===== config.mk =====
export PLATFORM = sky130hd
export DESIGN_NAME = uart_rx_flat
export DESIGN_NICKNAME = d
export VERILOG_FILES = /design/src/rtl/uart_pkg.sv /design/src/rtl/uart_rx_if.sv /design/src/rtl/uart_sync.sv /design/src/rtl/uart_rx.sv /design/src/flat_wrapper.sv
export SDC_FILE = /design/constraint.sdc
export NUM_CORES = 1
export LEC_CHECK = 0
export ABC_AREA = 1
export CORE_AREA = 2 2 85 87
export CTS_CLUSTER_SIZE = 40
export DETAILED_ROUTE_END_ITERATION = 16
export DIE_AREA = 0 0 87 89
export PLACE_DENSITY = 0.5
export SETUP_SLACK_MARGIN = 0.1
export SYNTH_ARGS = -nofsm -noshare
export SYNTH_HDL_FRONTEND = slang
export SYNTH_SLANG_ARGS = --single-unit

===== constraint.sdc =====
create_clock -name clk -period 1.65 [get_ports clk]
set_input_delay 0.2475 -clock clk [delete_from_list [all_inputs] [get_ports clk]]
set_output_delay 0.2475 -clock clk [all_outputs]
set_load 0.02 [all_outputs]

===== src/rtl/uart_pkg.sv =====
// Shared UART definitions: FSM state encodings (also used by the transmitter)
// and parity-mode constants with a parity helper.
package uart_pkg;

    typedef enum logic [2:0] {
        ST_IDLE   = 3'd0,
        ST_START  = 3'd1,
        ST_DATA   = 3'd2,
        ST_PARITY = 3'd3,
        ST_STOP   = 3'd4
    } uart_state_t;

    localparam logic PARITY_EVEN = 1'b0;
    localparam logic PARITY_ODD  = 1'b1;

    // Parity bit a correct transmitter sends for this byte in the given mode.
    function automatic logic parity_bit(input logic [7:0] data, input logic mode);
        return (mode == PARITY_ODD) ? ~(^data) : (^data);
    endfunction

endpackage


===== src/rtl/uart_rx_if.sv =====
// Receiver-side bus: serial line and parity mode in, byte plus status out.
interface uart_rx_if;
    logic       rx_line;
    logic       parity_mode;
    logic [7:0] rx_data;
    logic       rx_valid;
    logic       parity_err;
    logic       frame_err;
    logic       rx_busy;

    modport master (
        output rx_line, parity_mode,
        input  rx_data, rx_valid, parity_err, frame_err, rx_busy
    );

    modport slave (
        input  rx_line, parity_mode,
        output rx_data, rx_valid, parity_err, frame_err, rx_busy
    );
endinterface


===== src/rtl/uart_sync.sv =====
// Two-flop synchronizer for the asynchronous serial line; resets to the idle
// (high) level so no false start edge is seen coming out of reset.
module uart_sync (
    input  logic clk,
    input  logic rstn,
    input  logic i_d,
    output logic o_q
);
    logic r_meta;
    logic r_sync;

    // Two-stage resynchronisation into the clk domain.
    always_ff @(posedge clk or negedge rstn) begin
        if (!rstn) begin
            r_meta <= 1'b1;
            r_sync <= 1'b1;
        end else begin
            r_meta <= i_d;
            r_sync <= r_meta;
        end
    end

    assign o_q = r_sync;
endmodule


===== src/rtl/uart_rx.sv =====
// UART receiver: 8 data bits LSB first, one parity bit, one stop bit.
// Samples at bit centre; errored frames are still delivered with flags.
//
// state     | meaning
// ----------+----------------------------------------------------------
// ST_IDLE   | waiting for a 1->0 transition on the synchronised line
// ST_START  | half a bit in, confirm start bit still low (else glitch)
// ST_DATA   | sample 8 data bits at bit centre, shifting in from MSB
// ST_PARITY | sample parity bit
// ST_STOP   | sample stop bit, publish byte and flags, pulse rx_valid
import uart_pkg::*;

module uart_rx #(
    parameter int CLK_FREQ  = 50_000_000,
    parameter int BAUD_RATE = 9600
) (
    input logic      clk,
    input logic      rstn,
    uart_rx_if.slave bus
);
    localparam int BAUD_CNT_MAX = CLK_FREQ / BAUD_RATE;
    localparam int HALF_CNT     = BAUD_CNT_MAX / 2;
    localparam int CNT_W        = $clog2(BAUD_CNT_MAX);

    localparam logic [CNT_W-1:0] LP_CNT_FULL = CNT_W'(BAUD_CNT_MAX - 1);
    localparam logic [CNT_W-1:0] LP_CNT_HALF = CNT_W'(HALF_CNT - 1);

    logic             w_rx_s;
    logic             r_rx_prev;
    uart_state_t      r_state;
    logic [CNT_W-1:0] r_baud_cnt;
    logic [2:0]       r_bit_idx;
    logic [7:0]       r_shift;
    logic             r_par_mode;
    logic             r_par_bit;
    logic [7:0]       r_rx_data;
    logic             r_rx_valid;
    logic             r_parity_err;
    logic             r_frame_err;

    uart_sync u_sync (
        .clk  (clk),
        .rstn (rstn),
        .i_d  (bus.rx_line),
        .o_q  (w_rx_s)
    );

    // Receive FSM; the previous-sample register makes edge detection require
    // the line to be high first, which also blocks re-triggering on a break.
    always_ff @(posedge clk or negedge rstn) begin
        if (!rstn) begin
            r_rx_prev    <= 1'b1;
            r_state      <= ST_IDLE;
            r_baud_cnt   <= '0;
            r_bit_idx    <= '0;
            r_shift      <= '0;
            r_par_mode   <= PARITY_EVEN;
            r_par_bit    <= 1'b0;
            r_rx_data    <= '0;
            r_rx_valid   <= 1'b0;
            r_parity_err <= 1'b0;
            r_frame_err  <= 1'b0;
        end else begin
            r_rx_prev  <= w_rx_s;
            r_rx_valid <= 1'b0;
            case (r_state)
                ST_IDLE: begin
                    if (r_rx_prev && !w_rx_s) begin
                        r_state    <= ST_START;
                        r_baud_cnt <= '0;
                        r_bit_idx  <= '0;
                    end
                end
                ST_START: begin
                    if (r_baud_cnt == LP_CNT_HALF) begin
                        r_baud_cnt <= '0;
                        if (!w_rx_s) begin
                            r_state    <= ST_DATA;
                            r_par_mode <= bus.parity_mode;
                        end else begin
                            r_state <= ST_IDLE;
                        end
                    end else begin
                        r_baud_cnt <= r_baud_cnt + 1'b1;
                    end
                end
                ST_DATA: begin
                    if (r_baud_cnt == LP_CNT_FULL) begin
                        r_baud_cnt <= '0;
                        r_shift    <= {w_rx_s, r_shift[7:1]};
                        r_bit_idx  <= r_bit_idx + 1'b1;
                        if (r_bit_idx == 3'd7) begin
                            r_state <= ST_PARITY;
                        end
                    end else begin
                        r_baud_cnt <= r_baud_cnt + 1'b1;
                    end
                end
                ST_PARITY: begin
                    if (r_baud_cnt == LP_CNT_FULL) begin
                        r_baud_cnt <= '0;
                        r_par_bit  <= w_rx_s;
                        r_state    <= ST_STOP;
                    end else begin
                        r_baud_cnt <= r_baud_cnt + 1'b1;
                    end
                end
                ST_STOP: begin
                    if (r_baud_cnt == LP_CNT_FULL) begin
                        r_baud_cnt   <= '0;
                        r_rx_data    <= r_shift;
                        r_parity_err <= (r_par_bit != parity_bit(r_shift, r_par_mode));
                        r_frame_err  <= ~w_rx_s;
                        r_rx_valid   <= 1'b1;
                        r_state      <= ST_IDLE;
                    end else begin
                        r_baud_cnt <= r_baud_cnt + 1'b1;
                    end
                end
                default: begin
                    r_state    <= ST_IDLE;
                    r_baud_cnt <= '0;
                end
            endcase
        end
    end

    assign bus.rx_data    = r_rx_data;
    assign bus.rx_valid   = r_rx_valid;
    assign bus.parity_err = r_parity_err;
    assign bus.frame_err  = r_frame_err;
    assign bus.rx_busy    = (r_state != ST_IDLE);
endmodule


===== src/flat_wrapper.sv =====
// flat-port wrapper written by rule: the top's interface ports become plain ports
module uart_rx_flat 
#(
    parameter int CLK_FREQ  = 50_000_000,
    parameter int BAUD_RATE = 9600
)
  (clk, rstn, bus_rx_line, bus_parity_mode, bus_rx_data, bus_rx_valid, bus_parity_err, bus_frame_err, bus_rx_busy);
  uart_rx_if bus_i ();
  input logic clk;
  input logic rstn;
  input wire logic [$bits(bus_i.rx_line)-1:0] bus_rx_line;
  input wire logic [$bits(bus_i.parity_mode)-1:0] bus_parity_mode;
  output wire logic [$bits(bus_i.rx_data)-1:0] bus_rx_data;
  output wire logic [$bits(bus_i.rx_valid)-1:0] bus_rx_valid;
  output wire logic [$bits(bus_i.parity_err)-1:0] bus_parity_err;
  output wire logic [$bits(bus_i.frame_err)-1:0] bus_frame_err;
  output wire logic [$bits(bus_i.rx_busy)-1:0] bus_rx_busy;
  assign bus_i.rx_line = bus_rx_line;
  assign bus_i.parity_mode = bus_parity_mode;
  assign bus_rx_data = bus_i.rx_data;
  assign bus_rx_valid = bus_i.rx_valid;
  assign bus_parity_err = bus_i.parity_err;
  assign bus_frame_err = bus_i.frame_err;
  assign bus_rx_busy = bus_i.rx_busy;
  uart_rx #(.CLK_FREQ(CLK_FREQ), .BAUD_RATE(BAUD_RATE)) u_core (.clk(clk), .rstn(rstn), .bus(bus_i));
endmodule

==> results of run 1 <==
## power groups by stage
| stage | Combinational (mW) | Clock [mW] | Sequential, mW |
|---|---|---|---|
| 2_1_floorplan | 0.523 | 0 | 1.19 |
| 3_3_place_gp | 0.736 | 0 | 1.21 |
| 3_5_place_dp | 0.730 | 0 | 1.21 |
| 4_1_cts | 0.755 | 0.853 | 1.20 |
| 5_1_grt | 0.934 | 0.900 | 1.21 |
| 6_report | 0.842 | 0.828 | 1.20 |
## state kept, by name, indices dropped and copies added (netlist names)
| signal | count |
|---|---|
| u_core.u_sync.o_q | 1 |
| u_core.r_baud_cnt | 13 |
| u_core.bus.rx_valid | 1 |
| u_core.bus.frame_err | 1 |
| u_core.r_par_mode | 1 |
| u_core.r_par_bit | 1 |
| u_core.u_sync.r_meta | 1 |
| u_core.bus.rx_data | 8 |
| u_core.bus.parity_err | 1 |
| u_core.r_rx_prev | 1 |
| u_core.r_state | 3 |
| u_core.r_bit_idx | 3 |
| u_core.r_shift | 8 |
## cell usage in the layout (no fill, tap or decap), types with 3 or more instances in the layout
master           synthesis  routed
nor2_2                   5       4
o21ai_0                  7       6
buf_4                    1      11
inv_1                   23      22
dlymetal6s2s_1           0       5
clkdlybuf4s50_1          0       8
xnor2_1                  4       4
o21ai_2                 19      18
nor2_4                   3       5
dfrtp_1                 40      39
dfstp_2                  3       3
inv_2                    6       7
nand2_1                 76      74
nor3_1                   4       4
nand2_2                  3       5
xor2_1                   9       9
nor2_1                  28      27
nand4_1                  3       3
nand3_1                 24      23
clkbuf_8                 0       5
## through the flow
| stage | total power [mW] | hold slack [ns] | cell area, sq um | setup slack [ns] |
|---|---|---|---|---|
| final | 2.87 | 0.356 | 2840 | 0.103 |
| after floorplan | 1.71 | -0.0481 | 2330 | 0.211 |
| after CTS | 2.80 | 0.352 | 2760 | 0.0856 |
| after detailed placement | 1.94 | 0.214 | 2620 | 0.0546 |
| after global placement | 1.94 | 0.209 | 2620 | 0.0930 |
| after global routing | 3.04 | 0.351 | 2840 | 0.0281 |
## critical path: stages (launching register included)
cell and delay [ns]:
dfrtp_2 0.45, nor2_4 0.18, nand2_1 0.06, dlygate4sd2_1 0.32
## metal layers
metal | part of all wire (%) | up-vias
met5 | 0 | -
met4 | 0.59 | 0
met1 | 51 | 848
li1 | - | 954
met3 | 3.3 | 2
met2 | 45 | 28
## final cells by class
class / instances / area [sq um] / area share (%)
multi-input combinational: 202 / 1160 / 41.0
sequential: 43 / 1080 / 38.1
timing repair buffer: 28 / 269 / 9.48
inverter: 30 / 115 / 4.06
tap: 80 / 100 / 3.53
clock buffer: 6 / 72.6 / 2.56
clock inverter: 2 / 37.5 / 1.32
## kinds of logic (layout without fill, tap and decap cells)
| group | Yosys count | in the layout | synth area share [%] |
|---|---|---|---|
| AO/OA/AOI/OAI | 30 | 30 | 9.78 |
| adder cells (fa/ha/maj) | 3 | 3 | 1.61 |
| AND/OR/NAND/NOR | 156 | 156 | 31.1 |
| flip-flops | 43 | 43 | 46.4 |
| buffers and inverters | 33 | 66 | 6.23 |
| XOR/XNOR | 13 | 13 | 4.89 |
## worst paths after layout
| path | from | to | slack, ns | depth (start not counted) |
|---|---|---|---|---|
| worst max register to register | u_core.r_baud_cnt[1]$_DFFE_PN0P_ | u_core.r_state[0]$_DFFE_PN0P_ | 0.12 | 9 |
| min in group asynchronous | rstn | u_core.r_baud_cnt[3]$_DFFE_PN0P_ | 0.42 | 2 |
| worst max-delay path | u_core.r_state[0]$_DFFE_PN0P_ | bus_rx_busy | 0.10 | 3 |
| max in group asynchronous | rstn | u_core.r_rx_prev$_DFF_PN1_ | 0.67 | 3 |
| worst min-delay path | bus_rx_line | u_core.u_sync.r_meta$_DFF_PN1_ | 0.36 | 1 |
| worst min register to register | u_core.u_sync.r_meta$_DFF_PN1_ | u_core.u_sync.o_q$_DFF_PN1_ | 0.36 | 0 |
## what timing repair did
action,CTS,global route
setup endpoints to repair,30,31
endpoints found under the hold margin,15,0
hold buffers,1,0
resized for setup,4,16
buffers inserted,1,3
pin swaps,1,6
==> metrics.md, run 1 <==
| Metric | Value |
|---|---|
| Status | finished clean |
| Mapped Area | 2330 sq um |
| Hold WC Path Type | in -> reg |
| Hpwl dp | 3610 um |
| Final min period | 1.55 ns |
| Final #Nets | 317 |
| Post-route DRC | 0 |
| Avg Inst Size Synth | 8.38 sq um |
| Max Root-Sink Buffers | 2 |
| Worst slew margin | 71.3% |
| Flop pwr share | 41.8% |
| Most frequent cell after synthesis | nand2_1 |
| Psw | 0.968 mW |
| Least-Margin Pin Slew | 0.431 ns |
| Critical Path AT | 1.30 ns |
| Sequential-to-total area share from yosys stat | 46.4% |
| Final TNS setup | 0 ns |
| Share of cells above drive strength 1 | 23.2% |
| Startpoint Class | register |
| Largest net degree at the start of global routing | 29 |
| Logic gate share of total power | 29.3% |
| Clock share of power | 28.8% |
| Layout Utilization | 42.2% |
| Fin crit share | 93.7% |
| Setup crit end kind | output pin |
| Post-Syn Instances | 278 |
| CTS tree | built |
| Yosys top cell by area | dfrtp_1 |
| Layer with the highest usage | met2 |
| Final slew viol count | 0 |
| DIE WIDTH | 87 um |
| Gr usage total | 13.8% |
| Max Fclk | 647 MHz |
| Routed vias | 1832 |
| Internal power | 1.90 mW |
| Congestion Overflow GR | 0 |
| Reg clk slew, reported paths | 0.08 ns |
| First-pass GRT wire length | 8370 um |
| Layout area overhead | 21.9% |
| Yosys reg bits | 43 |
| Yosys warns | 0 |
| Global placement routability congestion | 0.913 |
| Netlist cell types | 30 |
| Final number of setup-violating endpoints | 0 |
| Met3 GRT Util | 2.95% |
| Worst Path Max Fanout | 5 |
| Fillers | 667 |
| Later-pin clock latency in the skew report | 0.29 ns |
| Worst-case clock skew | 0.00444 ns |
| P_leak | 1.38 nW |
| Max-Cap Viols | 0 |
| CORE AREA | 6720 sq um |
| Vias/cell | 4.69 |
| Synth top area share | 43.0% |
| Clock root cell | clkbuf_8 |
| CTS H-tree lvls | 2 |
| PortBufs | 15 |
| # diodes | 0 |
| Top area cells in the synthesized netlist | dfrtp_1, nand2_1, o21ai_2, nand3_1, nor2_1 |
| Peak supply drop | 401 uV |
| Met1 GRT Util | 19.4% |
| CTS sink count | 43 |
| Post-synth EDFFs | 0 |
| Io pins | 16 |
| Starting Density | 34.7% |
| Vias in the first global route | 1773 |
| Final Hold Fails | 0 |
| Placed Cells incl. Taps | 378 |
| P per Cell Area | 1010 nW/um^2 |
| Dominant synthesized flop cell | dfrtp_1 |
| Post-synth top cells | nand2_1, dfrtp_1, nor2_1 |
| First DRT Iteration DRCs | 131 |
| Die Area | 7740 sq um |
| # rows | 30 |
| Critical path class | reg -> out |
| Die height | 89 um |
| CTS Buf Count | 5 |
| Asr flop ratio synth | 100% |
| GR met2 Demand/Resource | 21.9% |
| Overall routed net length | 4950 um |
| Non-Filler Instances | 391 |
| Critical Path RT | 1.40 ns |
| RSZ-0062 raised after global routing | yes |
| DR WL/cell | 12.7 um |
| DRT Pass-1 Iters | 4 |
| Routed Antenna Nets | 0 |
| Net Sw Frac | 33.7% |
| Syn_nets | 285 |
| Initial antenna violation count | 0 |
(Power assumes the default switching activity.)
==> run 2: changes to the inputs <==
--- a/config.mk
+++ b/config.mk
@@ -10,7 +10,6 @@
 export CTS_CLUSTER_SIZE = 40
 export DETAILED_ROUTE_END_ITERATION = 16
 export DIE_AREA = 0 0 87 89
-export PLACE_DENSITY = 0.5
 export SETUP_SLACK_MARGIN = 0.1
 export SYNTH_ARGS = -nofsm -noshare
 export SYNTH_HDL_FRONTEND = slang
==> run 2 against run 1 <==
  * Worst hold slack worse by 0.33 ns
  * Core utilization decreased by 1.4 points
  * First-iteration DRC count increased by 3.1%
  * Count of clock-buffer cells in the layout unchanged
  * Combinational power shrank 11%
==> metrics.md, run 2 (synthesized netlist as in run 1, its figures left out) <==
| Metric | Value |
|---|---|
| Status | finished clean |
| Pwr Total | 2.62 mW |
| Die Area | 7740 sq um |
| Io pins | 16 |
| Vias/cell | 4.83 |
| Startpoint Class | register |
| Commonest non-fill, non-tap cells in the layout | nand2_1, dfrtp_1, nor2_1 |
| CTS tree | built |
| CTS sink count | 43 |
| Overall routed net length | 4720 um |
| Initial antenna violation count | 0 |
| Setup crit end kind | register |
| Vias in the first global route | 1781 |
| Later-pin clock latency in the skew report | 0.29 ns |
| Hold slack | 0.0269 ns |
| Worst slew margin | 62.8% |
| First DRT Iteration DRCs | 135 |
| Final number of setup-violating endpoints | 0 |
| Starting Density | 34.7% |
| Largest net degree at the start of global routing | 44 |
| Final #Nets | 314 |
| Global placement routability congestion | 0.946 |
| Share of cells above drive strength 1 | 22.1% |
| Placed Cells incl. Taps | 374 |
| Peak supply drop | 500 uV |
| Max Root-Sink Buffers | 2 |
| Hold WC Path Type | in -> async |
| P_leak | 1.35 nW |
| Final worst slack | 0.104 ns |
| Worst Setup Slack post-DPL | 0.0607 ns |
| Critical path class | reg -> reg |
| Congestion Overflow GR | 0 |
| Critical Path AT | 1.73 ns |
| Post-route DRC | 0 |
| Final min period | 1.55 ns |
| Final slew viol count | 0 |
| Number of flip-flops under the largest register name | 13 |
| First-pass GRT wire length | 8160 um |
| Hpwl dp | 3310 um |
| PortBufs | 15 |
| CTS Buf Count | 5 |
| Commonest non-fill, non-tap cell in the layout | nand2_1 |
| Seq. cell area | 1080 sq um |
| Non-Filler Instances | 388 |
| Max Fclk | 647 MHz |
| RSZ-0062 raised after global routing | yes |
| Fin crit share | 93.7% |
| Max-Cap Viols | 0 |
| Reg clk slew, reported paths | 0.08 ns |
| Gr usage total | 13.3% |
| P per Cell Area | 957 nW/um^2 |
| Post-CTS Hold Fix Bufs | 0 |
| Least-Margin Pin Slew | 0.558 ns |
| Final TNS setup | 0 ns |
| DR WL/cell | 12.2 um |
| Routed vias | 1873 |
| Biggest register | u_core.r_baud_cnt |
| Clock root cell | clkbuf_8 |
| DIE WIDTH | 87 um |
| CTS H-tree lvls | 2 |
| Multi-input combinational cell area | 1120 sq um |
| CP max-delay cell | dfrtp_1 |
| Worst Path Max Fanout | 7 |
| CORE AREA | 6720 sq um |
| Layout area overhead | 17.7% |
| Critical-path cell list | ha_2, nand2_1, nand3b_1, nor2_2, o21ai_2, nor2_4, nor2_1 |
| CP max stage delay | 0.38 ns |
| # rows | 30 |
| Die height | 89 um |
| # diodes | 0 |
| Final Hold Fails | 0 |
| Fillers | 665 |
| Routed Antenna Nets | 0 |
| DRT Pass-1 Iters | 4 |
| Critical Path RT | 1.83 ns |
| Worst-case clock skew | 0.00696 ns |
[run 2: routing by layer]
layer,global-route usage [%],routed length [um],part of all wire [%],vias up
met2,22.4,2270,48,42
li1,-,-,-,941
met1,17.1,2110,45,882
met5,0,0,0,-
met4,4.26,62,1.3,0
met3,2.95,283,6.0,8
[run 2: where the power goes]
part | switching [mW] | internal, mW | leakage (nW)
clock network | 0.375 | 0.299 | 0.0452
registers | 0.0814 | 1.12 | 0.580
logic | 0.472 | 0.274 | 0.724
total | 0.928 | 1.70 | 1.35
[run 2: stage by stage]
| stage | instance area, sq um | utilization (%) |
|---|---|---|
| 2_1_floorplan | 2330 | - |
| 3_3_place_gp | 2570 | 38.3 |
| 3_5_place_dp | 2570 | 38.3 |
| 4_1_cts | 2680 | 39.9 |
| 5_1_grt | 2740 | 40.8 |
| 6_report | 2740 | 40.8 |
[run 2: what timing repair did]
item / 4_1_cts / 5_1_grt
pin swaps: 2 / 7
gates cloned: 0 / 0
gates resized for setup: 5 / 10
setup buffers: 1 / 5
setup endpoints to repair: 29 / 35
[run 2: worst max-delay path: cells and delay by family (launching register included)]
kind,cells,cell delay (ns)
AOI/OAI and AO/OA,1,0.14
and+or+nand+nor,5,0.71
adders and majority gates,1,0.21
DFF,1,0.38
[run 2: area by class of cell]
type	count	area share, %
timing repair buffer	25	8.49
sequential	43	39.5
clock inverter	2	0.502
multi-input combinational	202	41.0
inverter	30	4.20
clock buffer	6	2.65
tap	80	3.65
[run 2: path summary, 6_finish.rpt]
path | slack (ns) | depth (start not counted) | to | start
max in group asynchronous | 1.22 | 2 | u_core.r_state[0]$_DFFE_PN0P_ | rstn
min | 0.03 | 2 | u_core.r_baud_cnt[6]$_DFFE_PN0P_ | rstn
min reg2reg | 0.37 | 0 | u_core.u_sync.o_q$_DFF_PN1_ | u_core.u_sync.r_meta$_DFF_PN1_
max | 0.10 | 7 | u_core.r_baud_cnt[10]$_DFFE_PN0P_ | u_core.r_baud_cnt[0]$_DFFE_PN0P_
min in group clk | 0.37 | 1 | u_core.u_sync.r_meta$_DFF_PN1_ | bus_rx_line
max reg2reg | 0.10 | 7 | u_core.r_baud_cnt[10]$_DFFE_PN0P_ | u_core.r_baud_cnt[0]$_DFFE_PN0P_
==> run 3: changes to the inputs <==
--- a/config.mk
+++ b/config.mk
@@ -6,6 +6,7 @@
 export NUM_CORES = 1
 export LEC_CHECK = 0
 export ABC_AREA = 1
+export CAP_MARGIN = 20
 export CORE_AREA = 2 2 85 87
 export CTS_CLUSTER_SIZE = 40
 export DETAILED_ROUTE_END_ITERATION = 16
==> results of run 3 <==
The final DEF is identical to that of run 2; final timing and power are the same.
